**src/rtl/lzc_exec_unit_if.sv**
```systemverilog
// Issue/result handshake bundle for the count-leading-zeros/ones execution unit.
// master = reservation station + writeback side, slave = the unit.
interface lzc_exec_unit_if #(
  parameter int DATA_WIDTH = 16,
  parameter int TAG_WIDTH  = 4
);
  localparam int CNT_W = $clog2(DATA_WIDTH) + 1;

  logic                  in_valid;
  logic                  in_ready;
  logic [1:0]            in_op;
  logic [DATA_WIDTH-1:0] in_data;
  logic [TAG_WIDTH-1:0]  in_tag;
  logic                  out_valid;
  logic                  out_ready;
  logic [TAG_WIDTH-1:0]  out_tag;
  logic [CNT_W-1:0]      out_cnt;
  logic                  out_full;

  modport master (
    output in_valid, in_op, in_data, in_tag, out_ready,
    input  in_ready, out_valid, out_tag, out_cnt, out_full
  );

  modport slave (
    input  in_valid, in_op, in_data, in_tag, out_ready,
    output in_ready, out_valid, out_tag, out_cnt, out_full
  );
endinterface

```
**src/rtl/lzc_exec_unit.sv**
```systemverilog
// Two-stage CLZ/CLO execution unit (S1 operand conditioning, S2 count/result).
// Define LZC_UNIT_CTZ_EN to add trailing-count ops (CTZ/CTO) via operand bit reversal.
module leading_zero_one_cnt #(
  parameter int WIDTH      = 16,
  parameter bit COUNT_ZERO = 1'b1
) (
  input  logic [WIDTH-1:0]       data_i,
  output logic [$clog2(WIDTH):0] cnt_o
);
  localparam int CW = $clog2(WIDTH) + 1;

  // Scanning upward lets the highest terminating bit win.
  always_comb begin
    cnt_o = CW'(WIDTH);
    for (int i = 0; i < WIDTH; i++)
      if (data_i[i] == COUNT_ZERO) cnt_o = CW'(WIDTH - 1 - i);
  end
endmodule

module lzc_exec_unit #(
  parameter int DATA_WIDTH = 16,
  parameter int TAG_WIDTH  = 4
) (
  input  logic             clk_i,
  input  logic             rst_i,
  input  logic             flush_i,
  lzc_exec_unit_if.slave   io
);
  localparam int CNT_W = $clog2(DATA_WIDTH) + 1;

  logic                  s1_valid_q, s1_valid_d;
  logic                  s2_valid_q, s2_valid_d;
  logic [DATA_WIDTH-1:0] s1_opnd_q, s1_opnd_d;
  logic [TAG_WIDTH-1:0]  s1_tag_q, s1_tag_d;
  logic [TAG_WIDTH-1:0]  s2_tag_q, s2_tag_d;
  logic [CNT_W-1:0]      s2_cnt_q, s2_cnt_d;
  logic [CNT_W-1:0]      cnt_c;
  logic [DATA_WIDTH-1:0] opnd_base, opnd_cond;
  logic                  s2_free, s1_adv, accept;

`ifdef LZC_UNIT_CTZ_EN
  logic [DATA_WIDTH-1:0] opnd_rev;

  always_comb begin
    opnd_rev = '0;
    for (int i = 0; i < DATA_WIDTH; i++) opnd_rev[i] = io.in_data[DATA_WIDTH-1-i];
  end
  assign opnd_base = io.in_op[1] ? opnd_rev : io.in_data;
`else
  logic unused_op_hi;

  assign unused_op_hi = io.in_op[1];
  assign opnd_base    = io.in_data;
`endif

  // Inversion after reversal turns ones-counting into zero-counting.
  assign opnd_cond = io.in_op[0] ? ~opnd_base : opnd_base;

  leading_zero_one_cnt #(.WIDTH(DATA_WIDTH), .COUNT_ZERO(1'b1)) u_cnt (
    .data_i (s1_opnd_q),
    .cnt_o  (cnt_c)
  );

  assign s2_free     = !s2_valid_q || io.out_ready;
  assign s1_adv      = s1_valid_q && s2_free;
  assign io.in_ready = !s1_valid_q || s2_free;
  assign accept      = io.in_valid && io.in_ready && !flush_i;

  always_comb begin
    s1_valid_d = s1_valid_q;
    s1_opnd_d  = s1_opnd_q;
    s1_tag_d   = s1_tag_q;
    s2_valid_d = s2_valid_q;
    s2_tag_d   = s2_tag_q;
    s2_cnt_d   = s2_cnt_q;
    if (s1_adv) begin
      s1_valid_d = 1'b0;
      s2_valid_d = 1'b1;
      s2_tag_d   = s1_tag_q;
      s2_cnt_d   = cnt_c;
    end else if (io.out_ready) begin
      s2_valid_d = 1'b0;
    end
    if (accept) begin
      s1_valid_d = 1'b1;
      s1_opnd_d  = opnd_cond;
      s1_tag_d   = io.in_tag;
    end
    // Flush only kills the valids; stale data is harmless behind them.
    if (flush_i) begin
      s1_valid_d = 1'b0;
      s2_valid_d = 1'b0;
    end
  end

  always_ff @(posedge clk_i) begin
    if (rst_i) begin
      s1_valid_q <= 1'b0;
      s2_valid_q <= 1'b0;
      s1_opnd_q  <= '0;
      s1_tag_q   <= '0;
      s2_tag_q   <= '0;
      s2_cnt_q   <= '0;
    end else begin
      s1_valid_q <= s1_valid_d;
      s2_valid_q <= s2_valid_d;
      s1_opnd_q  <= s1_opnd_d;
      s1_tag_q   <= s1_tag_d;
      s2_tag_q   <= s2_tag_d;
      s2_cnt_q   <= s2_cnt_d;
    end
  end

  assign io.out_valid = s2_valid_q;
  assign io.out_tag   = s2_tag_q;
  assign io.out_cnt   = s2_cnt_q;
  assign io.out_full  = s2_cnt_q[CNT_W-1];
endmodule

```
**src/flat_wrapper.sv**
```systemverilog
// flat-port wrapper written by rule: the top's interface ports become plain ports
module lzc_exec_unit_flat 
#(
  parameter int DATA_WIDTH = 16,
  parameter int TAG_WIDTH  = 4
)
  (clk_i, rst_i, flush_i, io_in_valid, io_in_op, io_in_data, io_in_tag, io_out_ready, io_in_ready, io_out_valid, io_out_tag, io_out_cnt, io_out_full);
  lzc_exec_unit_if #(.DATA_WIDTH(DATA_WIDTH), .TAG_WIDTH(TAG_WIDTH)) io_i ();
  input  logic clk_i;
  input  logic rst_i;
  input  logic flush_i;
  input wire logic [$bits(io_i.in_valid)-1:0] io_in_valid;
  input wire logic [$bits(io_i.in_op)-1:0] io_in_op;
  input wire logic [$bits(io_i.in_data)-1:0] io_in_data;
  input wire logic [$bits(io_i.in_tag)-1:0] io_in_tag;
  input wire logic [$bits(io_i.out_ready)-1:0] io_out_ready;
  output wire logic [$bits(io_i.in_ready)-1:0] io_in_ready;
  output wire logic [$bits(io_i.out_valid)-1:0] io_out_valid;
  output wire logic [$bits(io_i.out_tag)-1:0] io_out_tag;
  output wire logic [$bits(io_i.out_cnt)-1:0] io_out_cnt;
  output wire logic [$bits(io_i.out_full)-1:0] io_out_full;
  assign io_i.in_valid = io_in_valid;
  assign io_i.in_op = io_in_op;
  assign io_i.in_data = io_in_data;
  assign io_i.in_tag = io_in_tag;
  assign io_i.out_ready = io_out_ready;
  assign io_in_ready = io_i.in_ready;
  assign io_out_valid = io_i.out_valid;
  assign io_out_tag = io_i.out_tag;
  assign io_out_cnt = io_i.out_cnt;
  assign io_out_full = io_i.out_full;
  lzc_exec_unit #(.DATA_WIDTH(DATA_WIDTH), .TAG_WIDTH(TAG_WIDTH)) u_core (.clk_i(clk_i), .rst_i(rst_i), .flush_i(flush_i), .io(io_i));
endmodule
```
**config.mk**
```make
export PLATFORM = sky130hd
export DESIGN_NAME = lzc_exec_unit_flat
export DESIGN_NICKNAME = d
export VERILOG_FILES = /design/src/rtl/lzc_exec_unit_if.sv /design/src/rtl/lzc_exec_unit.sv /design/src/flat_wrapper.sv
export SDC_FILE = /design/constraint.sdc
export NUM_CORES = 1
export LEC_CHECK = 0
export CAP_MARGIN = 25
export CORE_MARGIN = 10
export CORE_UTILIZATION = 30
export CTS_BUF_LIST = sky130_fd_sc_hd__clkbuf_8
export CTS_CLUSTER_SIZE = 8
export DETAILED_ROUTE_END_ITERATION = 6
export PLACE_DENSITY = 0.52
export SLEW_MARGIN = 20
export SYNTH_ARGS = -nofsm -noshare
export SYNTH_HDL_FRONTEND = slang
export SYNTH_SLANG_ARGS = --single-unit
export TNS_END_PERCENT = 30
```
**constraint.sdc**
```tcl
create_clock -name clk_i -period 1.5 [get_ports clk_i]
set_input_delay 0.15 -clock clk_i [delete_from_list [all_inputs] [get_ports clk_i]]
set_output_delay 0.15 -clock clk_i [all_outputs]
set_load 0.01 [all_outputs]
```
Word-level counts from Yosys, hierarchy flattened. Cells that the tools add are included.

Register bits after elaboration: 31. Bits in latches: 0. Memory bits (writable): 0. Bits in read-only memories: 0. Output and inout bits: 12. Memories: 0.

$add $sub $neg: 0. Multiply operators: 0. Divide/modulo/power cells: 0. Magnitude comparators: 0. Equality and inequality tests: 0. Shift-type cells: 0. Mux-type cells: 21. Bitwise logic cells: 1. Reductions and logical operators: 11.

Operator list (count): 5-bit 2-to-1 mux (16); 16-bit 2-to-1 mux (1); 16-bit inverter (1); 1-bit 2-to-1 mux (4); 2-bit nonzero test (2); 1-bit logical AND (3); 1-bit logical NOT (3); 1-bit logical OR (2); 2-bit OR reduction (1).

Longest topological paths before layout. Gate-level depths: netlist of the first run.

Depth in word-level cells: 16. Depth in mapped cells: 6.

By module. From an unflattened synthesis of the first run, not the netlist that was laid out.

Cell total of the unflattened synthesis: 174. Area total of the unflattened synthesis: 1626.6 um2.

By module, submodules not included: lzc_exec_unit (instances 1, cells each 141, area an instance 1435.1 um2, seq. area each 620.6 um2); leading_zero_one_cnt (instances 1, cells each 33, area an instance 191.4 um2, seq. area each 0.0 um2).

Least setup slack after synthesis of the first run. Ideal clock, no wire load.

Path type: reg2reg. Start: register u_core.s1_opnd_q[4]. End: register u_core.s2_cnt_q[4], in the netlist u_core.io.out_cnt[4]. Data arrival time: 1.397 ns. Path slack: 0.035 ns. Cell stages (with the launch flop): 5. Clock period less this slack: 1.465 ns. Path through: dfxtp_1 or4_4 nand2b_4 or3_1 a21oi_2.

Cells in the longest elaborated chain, start to end: 12.

RTL lines: from (decl) (RTL line lzc_exec_unit.sv:33) `logic [DATA_WIDTH-1:0] s1_opnd_q, s1_opnd_d;`; from (signal assigned) (RTL line lzc_exec_unit.sv:107) `s1_opnd_q <= s1_opnd_d;`; 5-bit 2-to-1 mux (12 in a row) (RTL line lzc_exec_unit.sv:16) `if (data_i[i] == COUNT_ZERO) cnt_o = CW'(WIDTH - 1 - i);`; to (signal assigned) (RTL line lzc_exec_unit.sv:110) `s2_cnt_q <= s2_cnt_d;`; to (decl) (RTL line lzc_exec_unit.sv:36) `logic [CNT_W-1:0] s2_cnt_q, s2_cnt_d;`.

Every way passes these cells. A chain may end at the register's enable or synchronous reset.

Worst setup path after layout of the first run. Same ends and word-level chain as after synthesis.

==> reports/metrics.csv, run 1 <==
stage,metric,value,unit
outcome,outcome,"finished, violations left",
outcome,failing checks,setup timing,
layout,Final Cell Area,0.00204,sq mm
grt,GRT Total Usage,8.90,%
placed_design,dpl ws,-0.0552,ns
min_path,Worst Hold Class,flip-flop to flip-flop,
sta,Final Slew Violations,0,
die,Row Count,24,
sta,Setup Viol. Count Final,1,
layout,Fill cells,457,
min_path,Hold Path Cell Cnt,2,
synth,synthesized cell area,0.00142,sq mm
detailed_routing,Routed wire per std cell,12.4,um
synth,Post-Syn Area per Cell,8.76,sq um
clock_tree,worst-skew pair later-pin latency,0.28,ns
detailed_routing,routed wire length,3240,um
detailed_routing,vias,1256,
setup_path,crit-path max FO,2,
setup_path,startpoint class of the critical path,flip-flop,
synth,Ys Warns,0,
grt,first-pass GRT wire length,5600,um
die,Initial Util,31.7,%
sta,post-route clock period utilization,100,%
layout,fin util,45.6,%
detailed_routing,DR DRC count,0,
layout,most frequent cells in the layout,"37 x clkdlybuf4s50_1, 30 x dfxtp_1, 26 x nor2_1",
clock_tree,CTS Buf Count,5,
layout,"non-filler cells, final",262,
clock_tree,clk root buf,clkbuf_8,
layout,"commonest non-fill, non-tap cell in the layout",clkdlybuf4s50_1,
detailed_routing,number of vias per cell,4.79,
sta,RSZ-0062 raised after global routing,yes,
die,DIE WIDTH,88.8,um
die,Die Ht,88.8,um
clock_tree,cts repair resizes,0,
placed_design,port bufs,37,
sta,post-layout worst setup margin,-0.00416,ns
detailed_routing,initial DRC count,13,
setup_path,worst setup path class,flip-flop to flip-flop,
setup_path,Worst Setup End Kind,flip-flop,
placed_design,# placed instances,255,
synth,synthesized netlist net count,189,
synth,#FFs+latches synth,31,
die,core area,0.00447,sq mm
synth,leading area contributor after synthesis,dfxtp_1,
synth,post-synthesis sequential area ratio,43.7,%
setup_path,CP required,1.71,ns
synth,post-synth top area share,43.7,%
detailed_routing,Pre-antenna DRT Iters,3,
detailed_routing,Routed Antenna Nets,0,
setup_path,Worst setup startpoint,u_core.s1_opnd_q[4]$_SDFFE_PP0P_,
sta,Worst Hold Slack,0.455,ns
layout,Layout area overhead,43.8,%
clock_tree,Clock Sinks,31,
synth,Post-Synthesis Cells,162,
sta,Highest Clock Rate,665,MHz
die,IO Count,39,
synth,asr flop ratio synth,0,%
sta,worst rel slew slack,72.6,%
layout,Inserted Diodes,0,
setup_path,reg2reg start,u_core.s1_opnd_q[4]$_SDFFE_PP0P_,
clock_tree,CTS clock-pin slew for the worst setup and hold paths,0.06,ns
placed_design,DP HPWL,2610,um
job,max-cap violations,0,
clock_tree,htree depth,2,
sta,"Hold Vio Cnt, Final",0,
clock_tree,clock buffer depth,2,
grt,largest net degree at the start of global routing,33,
placed_design,Placer Congestion,0.861,
grt,total grt overflow,0,
placed_design,Post-DP Area,0.00194,sq mm
setup_path,worst r2r dst,u_core.io.out_cnt[4]$_SDFFE_PP0P_,
synth,largest cells by area after synthesis,"dfxtp_1 44%, xnor2_1 9.9%, a211oi_1 8.5%",
setup_path,r2r worst-path depth,4,
setup_path,Worst Path Arrival,1.72,ns
pwr,total power divided by cell area,935,mW/mm^2
setup_path,crit path to,u_core.io.out_cnt[4]$_SDFFE_PP0P_,
sta,worst-margin pin slew,0.407,ns
die,DIE AREA,0.00788,sq mm
clock_tree,quantity of hold-fixing buffers added after cts,0,
clock_tree,setup repair bufs after CTS,0,
sta,Setup Skew,0.00843,ns
clock_tree,CTS tree,built,
layout,nets@finish,237,
grt,antenna violations before repair,0,
sta,Period minus WS final,1.50,ns
synth,Synth Flop Type,dfxtp_1,
setup_path,FF-to-FF setup slack,-0.004,ns
pwr,Leakage,0.727,nW
pwr,Worst VDD drop,0.429,mV
grt,vias in the first global route,1282,
synth,count of cell types in the netlist,31,
layout,layout cells sized above 1,13.8,%
synth,Post-synth EDFFs,0,
-- synth_stat cells (2+ instances only) --
library cell,count
xnor2_1,16
nor2b_1,2
mux2i_1,4
a211oi_1,16
o21ai_1,2
nand3b_1,3
nor2_1,26
a21oi_1,11
inv_1,5
nand2_1,12
nor3_1,3
o31ai_1,3
nor4_1,3
clkbuf_1,5
buf_2,5
dfxtp_1,31
-- worst min-delay path by stage --
stage / startpoint / to
finish: u_core.s1_tag_q[1]$_SDFFE_PP0P_ / u_core.io.out_tag[1]$_SDFFE_PP0P_
global route: flush_i / u_core.io.out_valid$_SDFFE_PP0P_
CTS: u_core.io.out_tag[1]$_SDFFE_PP0P_ / u_core.io.out_tag[1]$_SDFFE_PP0P_
detailed placement: u_core.io.out_tag[1]$_SDFFE_PP0P_ / u_core.io.out_tag[1]$_SDFFE_PP0P_
global placement: u_core.s1_tag_q[3]$_SDFFE_PP0P_ / u_core.io.out_tag[3]$_SDFFE_PP0P_
floorplan: flush_i / u_core.io.out_valid$_SDFFE_PP0P_
-- cell families (layout without fill, tap and decap cells) --
group | count (synthesis) | in the layout | share of synthesized area, %
buffers and inverters | 16 | 64 | 4.94
muxes | 4 | 4 | 2.82
xor gates and xnor gates | 16 | 16 | 9.88
AOI/OAI and AO/OA | 36 | 36 | 17.1
and+or+nand+nor | 59 | 59 | 21.5
DFF | 31 | 31 | 43.7
-- report_power, final --
group	total [W]	switching, W	leakage (nW)	internal (W)
Sequential	0.000908	0.0000406	0.254	0.000867
Clock	0.000635	0.000276	0.0470	0.000359
Combinational	0.000364	0.000148	0.426	0.000216
-- metal layers --
layer / up-vias / track usage, % / routed length [um]
li1: 661 / - / -
met1: 555 / 9.48 / 1370
met2: 32 / 14.7 / 1520
met3: 8 / 4.78 / 302
met4: 0 / 3.08 / 55
met5: - / 0 / 0
-- critical path: stages, from the launching register on --
cell and delay [ns]:
dfxtp_2 0.32, or4_4 0.53, nand2b_4 0.16, or3_4 0.33
a21oi_2 0.11
-- registers in the layout, indices dropped and copies added (netlist names) --
signal and cells:
u_core.s1_opnd_q 16, u_core.io.out_tag 4, u_core.io.out_valid 1, u_core.s1_tag_q 4
u_core.s1_valid_q 1, u_core.io.out_cnt 5
-- final cells by class --
type	count	area, sq um	area share [%]
multi-input cells	115	739	36.2
flip-flops and latches	31	622	30.5
repair buffers	52	508	24.9
clock buffers	6	82.6	4.05
well taps	52	65.1	3.19
inverters	5	18.8	0.920
clock inverters	1	5.00	0.245
-- metrics by stage --
stage                     total power (W)   TNS, ns
after floorplan                   0.00112         0
after global placement            0.00128   -0.0433
after detailed placement          0.00129    -0.590
after CTS                         0.00194         0
after global routing              0.00203   -0.0560
final                             0.00191  -0.00416
(Power assumes the default switching activity.)
==> run 2: changes to the inputs <==
--- a/config.mk
+++ b/config.mk
@@ -11,8 +11,9 @@
 export CTS_BUF_LIST = sky130_fd_sc_hd__clkbuf_8
 export CTS_CLUSTER_SIZE = 8
 export DETAILED_ROUTE_END_ITERATION = 6
+export GPL_TIMING_DRIVEN = 0
 export PLACE_DENSITY = 0.52
-export SLEW_MARGIN = 20
+export SLEW_MARGIN = 10
 export SYNTH_ARGS = -nofsm -noshare
 export SYNTH_HDL_FRONTEND = slang
 export SYNTH_SLANG_ARGS = --single-unit
==> run 2 against run 1 <==
Critical path depth unchanged. Clock skew down 0.0060 ns. Sequential power up 0.8%. Largest power group unchanged. Cell area down 2.5%. Count of clock-buffer cells in the layout up 1. Via count about the same. The run still ends with setup timing left. Register-to-register slack about the same. Clock power up 13%. Global-route usage up 1.0 points. Worst setup slack worse by 0.0042 ns. Critical endpoint unchanged.
==> reports/metrics.csv, run 2 (synthesis gave the netlist of run 1 again) <==
stage,metric,value,unit,change
layout,layout cells sized above 1,12.6,%,-1.2 points
die,core area,0.00447,sq mm,unchanged
setup_path,CP required,1.72,ns,about the same
grt,vias in the first global route,1265,,-1.3%
layout,"non-filler cells, final",259,,-1.1%
layout,most frequent cells in the layout,"35 x clkdlybuf4s50_1, 29 x dfxtp_1, 26 x nor2_1",,
setup_path,worst setup path class,flip-flop to flip-flop,,
layout,largest reg by FF count,u_core.s1_opnd_q,,
grt,first-pass GRT wire length,6070,um,+8.3%
pwr,total power divided by cell area,988,mW/mm^2,+5.7%
setup_path,worst r2r dst,u_core.io.out_cnt[4]$_SDFFE_PP0P_,,
sta,Final Slew Violations,0,,unchanged
grt,GRT Total Usage,9.90,%,+1.0 points
grt,antenna violations before repair,0,,unchanged
layout,"commonest non-fill, non-tap cell in the layout",clkdlybuf4s50_1,,
placed_design,DP HPWL,2760,um,+6.0%
layout,fin util,44.5,%,-1.1 points
setup_path,FF-to-FF setup slack,-0.008,ns,about the same
layout,multi-input logic area,751,sq um,+1.5%
clock_tree,clk root buf,clkbuf_8,,
sta,"Hold Vio Cnt, Final",0,,unchanged
detailed_routing,Routed wire per std cell,13.7,um,+10%
die,DIE AREA,0.00788,sq mm,unchanged
clock_tree,clock buffer depth,2,,unchanged
layout,Inserted Diodes,0,,unchanged
layout,max reg flops,16,,unchanged
die,Row Count,24,,unchanged
setup_path,reg2reg start,u_core.s1_opnd_q[4]$_SDFFE_PP0P_,,
sta,Highest Clock Rate,663,MHz,-0.28%
layout,Fill cells,433,,-5.3%
detailed_routing,initial DRC count,33,,+20
pwr,Leakage,0.696,nW,-4.3%
die,DIE WIDTH,88.8,um,unchanged
setup_path,crit-path max FO,2,,unchanged
layout,Layout area overhead,40.2,%,
setup_path,r2r worst-path depth,4,,unchanged
clock_tree,CTS tree,built,,
detailed_routing,Routed Antenna Nets,0,,unchanged
pwr,Worst VDD drop,0.368,mV,-14%
layout,register area,623,sq um,+0.20%
sta,Setup Viol. Count Final,1,,unchanged
setup_path,Worst setup startpoint,u_core.s1_opnd_q[4]$_SDFFE_PP0P_,,
detailed_routing,vias,1255,,-0.080%
setup_path,Worst Setup End Kind,flip-flop,,
detailed_routing,routed wire length,3540,um,+9.2%
min_path,Worst Hold Class,primary input to flip-flop,,
job,max-cap violations,0,,unchanged
die,Die Ht,88.8,um,unchanged
placed_design,port bufs,36,,-2.7%
outcome,outcome,"finished, violations left",,
sta,RSZ-0062 raised after global routing,yes,,
die,Initial Util,31.7,%,unchanged
sta,post-route clock period utilization,101,%,+0.28 points
layout,nets@finish,233,,-1.7%
sta,worst rel slew slack,68.9,%,-3.7 points
die,IO Count,39,,unchanged
placed_design,Placer Congestion,0.835,,-3.1%
outcome,failing checks,setup timing,,
sta,worst-margin pin slew,0.466,ns,+0.0596 ns
sta,Setup Skew,0.00245,ns,-0.00598 ns
clock_tree,CTS clock-pin slew for the worst setup and hold paths,0.06,ns,about the same
clock_tree,CTS Buf Count,5,,unchanged
pwr,Tot Pwr,0.00196,W,+3.0%
placed_design,dpl ws,-0.369,ns,-0.314 ns
detailed_routing,DR DRC count,0,,unchanged
detailed_routing,number of vias per cell,4.85,,+1.1%
setup_path,crit path to,u_core.io.out_cnt[4]$_SDFFE_PP0P_,,
detailed_routing,Pre-antenna DRT Iters,4,,+1
sta,Period minus WS final,1.51,ns,+0.00417 ns
placed_design,# placed instances,250,,-2.0%
clock_tree,htree depth,2,,unchanged
clock_tree,Clock Sinks,31,,unchanged
sta,post-layout worst setup margin,-0.00833,ns,-0.00417 ns
setup_path,Worst Path Arrival,1.72,ns,about the same
grt,total grt overflow,0,,unchanged
clock_tree,worst-skew pair later-pin latency,0.28,ns,about the same
setup_path,startpoint class of the critical path,flip-flop,,
grt,largest net degree at the start of global routing,11,,-67%
[run 2: changes by cell type in the layout (fill, tap and decap cells not counted), sizes merged]
cell | before | now
dlymetal6s2s | 0 | 1
buf | 15 | 7
clkbuf | 6 | 12
clkinv | 1 | 0
inv | 5 | 6
clkdlybuf4s50 | 37 | 35
[run 2: repair_timing]
action                                  in CTS  in global routing
hold buffers                                 0                  0
resized for setup                            6                  9
buffers inserted                             1                  0
endpoints found under the setup margin      15                 23
hold endpoints to repair                     0                  0
[run 2: how the worst min path moves through the flow]
| stage | startpoint | end | slack [ns] | depth (start not counted) |
|---|---|---|---|---|
| 2_1_floorplan | flush_i | u_core.io.out_valid$_SDFFE_PP0P_ | 0.23 | 1 |
| 3_3_place_gp | u_core.s1_tag_q[1]$_SDFFE_PP0P_ | u_core.io.out_tag[1]$_SDFFE_PP0P_ | 0.44 | 2 |
| 3_5_place_dp | u_core.s1_tag_q[1]$_SDFFE_PP0P_ | u_core.io.out_tag[1]$_SDFFE_PP0P_ | 0.45 | 2 |
| 4_1_cts | io_in_op[0] | u_core.s1_opnd_q[4]$_SDFFE_PP0P_ | 0.30 | 3 |
| 5_1_grt | io_in_op[0] | u_core.s1_opnd_q[3]$_SDFFE_PP0P_ | 0.32 | 3 |
| 6_report | io_in_op[0] | u_core.s1_opnd_q[4]$_SDFFE_PP0P_ | 0.30 | 3 |
[run 2: power breakdown]
group	total, W	switching, W	internal, W	leakage, nW
Sequential	0.000915	0.0000478	0.000867	0.255
Combinational	0.000333	0.000144	0.000189	0.386
Clock	0.000716	0.000305	0.000412	0.0557
Total	0.00196	0.000497	0.00147	0.696
[run 2: metrics by stage]
step	setup TNS (ns)	hold slack, ns	cell area (sq um)
2_1_floorplan	0	0.229	1420
3_3_place_gp	-5.54	0.438	1840
3_5_place_dp	-6.95	0.445	1840
4_1_cts	-0.0179	0.299	1970
5_1_grt	-0.0652	0.324	1990
6_report	-0.00833	0.303	1990
[run 2: cell type report]
class	count	share of cell area, %
Buffer	11	3.08
Multi-Input combinational cell	115	37.7
Sequential cell	31	31.3
Timing Repair Buffer	37	18.6
Inverter	5	0.943
Clock buffer	7	4.84
Clock inverter	1	0.189
Tap cell	52	3.27
[run 2: layer usage]
layer | vias up | global-route usage, % | wire (um)
met5 | - | 0 | 0
met4 | 0 | 3.52 | 41
li1 | 649 | - | -
met3 | 5 | 4.87 | 325
met1 | 568 | 10.8 | 1530
met2 | 33 | 16.3 | 1640
[run 2: worst max-delay path, cell delays in order (launching register included)]
cell and delay [ns]:
dfxtp_2 0.32, or4_4 0.53, nand2b_4 0.16, or3_4 0.33
a21oi_2 0.11
==> run 3: changes to the inputs <==
--- a/config.mk
+++ b/config.mk
@@ -11,7 +11,6 @@
 export CTS_BUF_LIST = sky130_fd_sc_hd__clkbuf_8
 export CTS_CLUSTER_SIZE = 8
 export DETAILED_ROUTE_END_ITERATION = 6
-export GPL_TIMING_DRIVEN = 0
 export PLACE_DENSITY = 0.52
 export SLEW_MARGIN = 10
 export SYNTH_ARGS = -nofsm -noshare
==> results of run 3 <==
Final layout, timing and power as in run 1 (identical DEF).
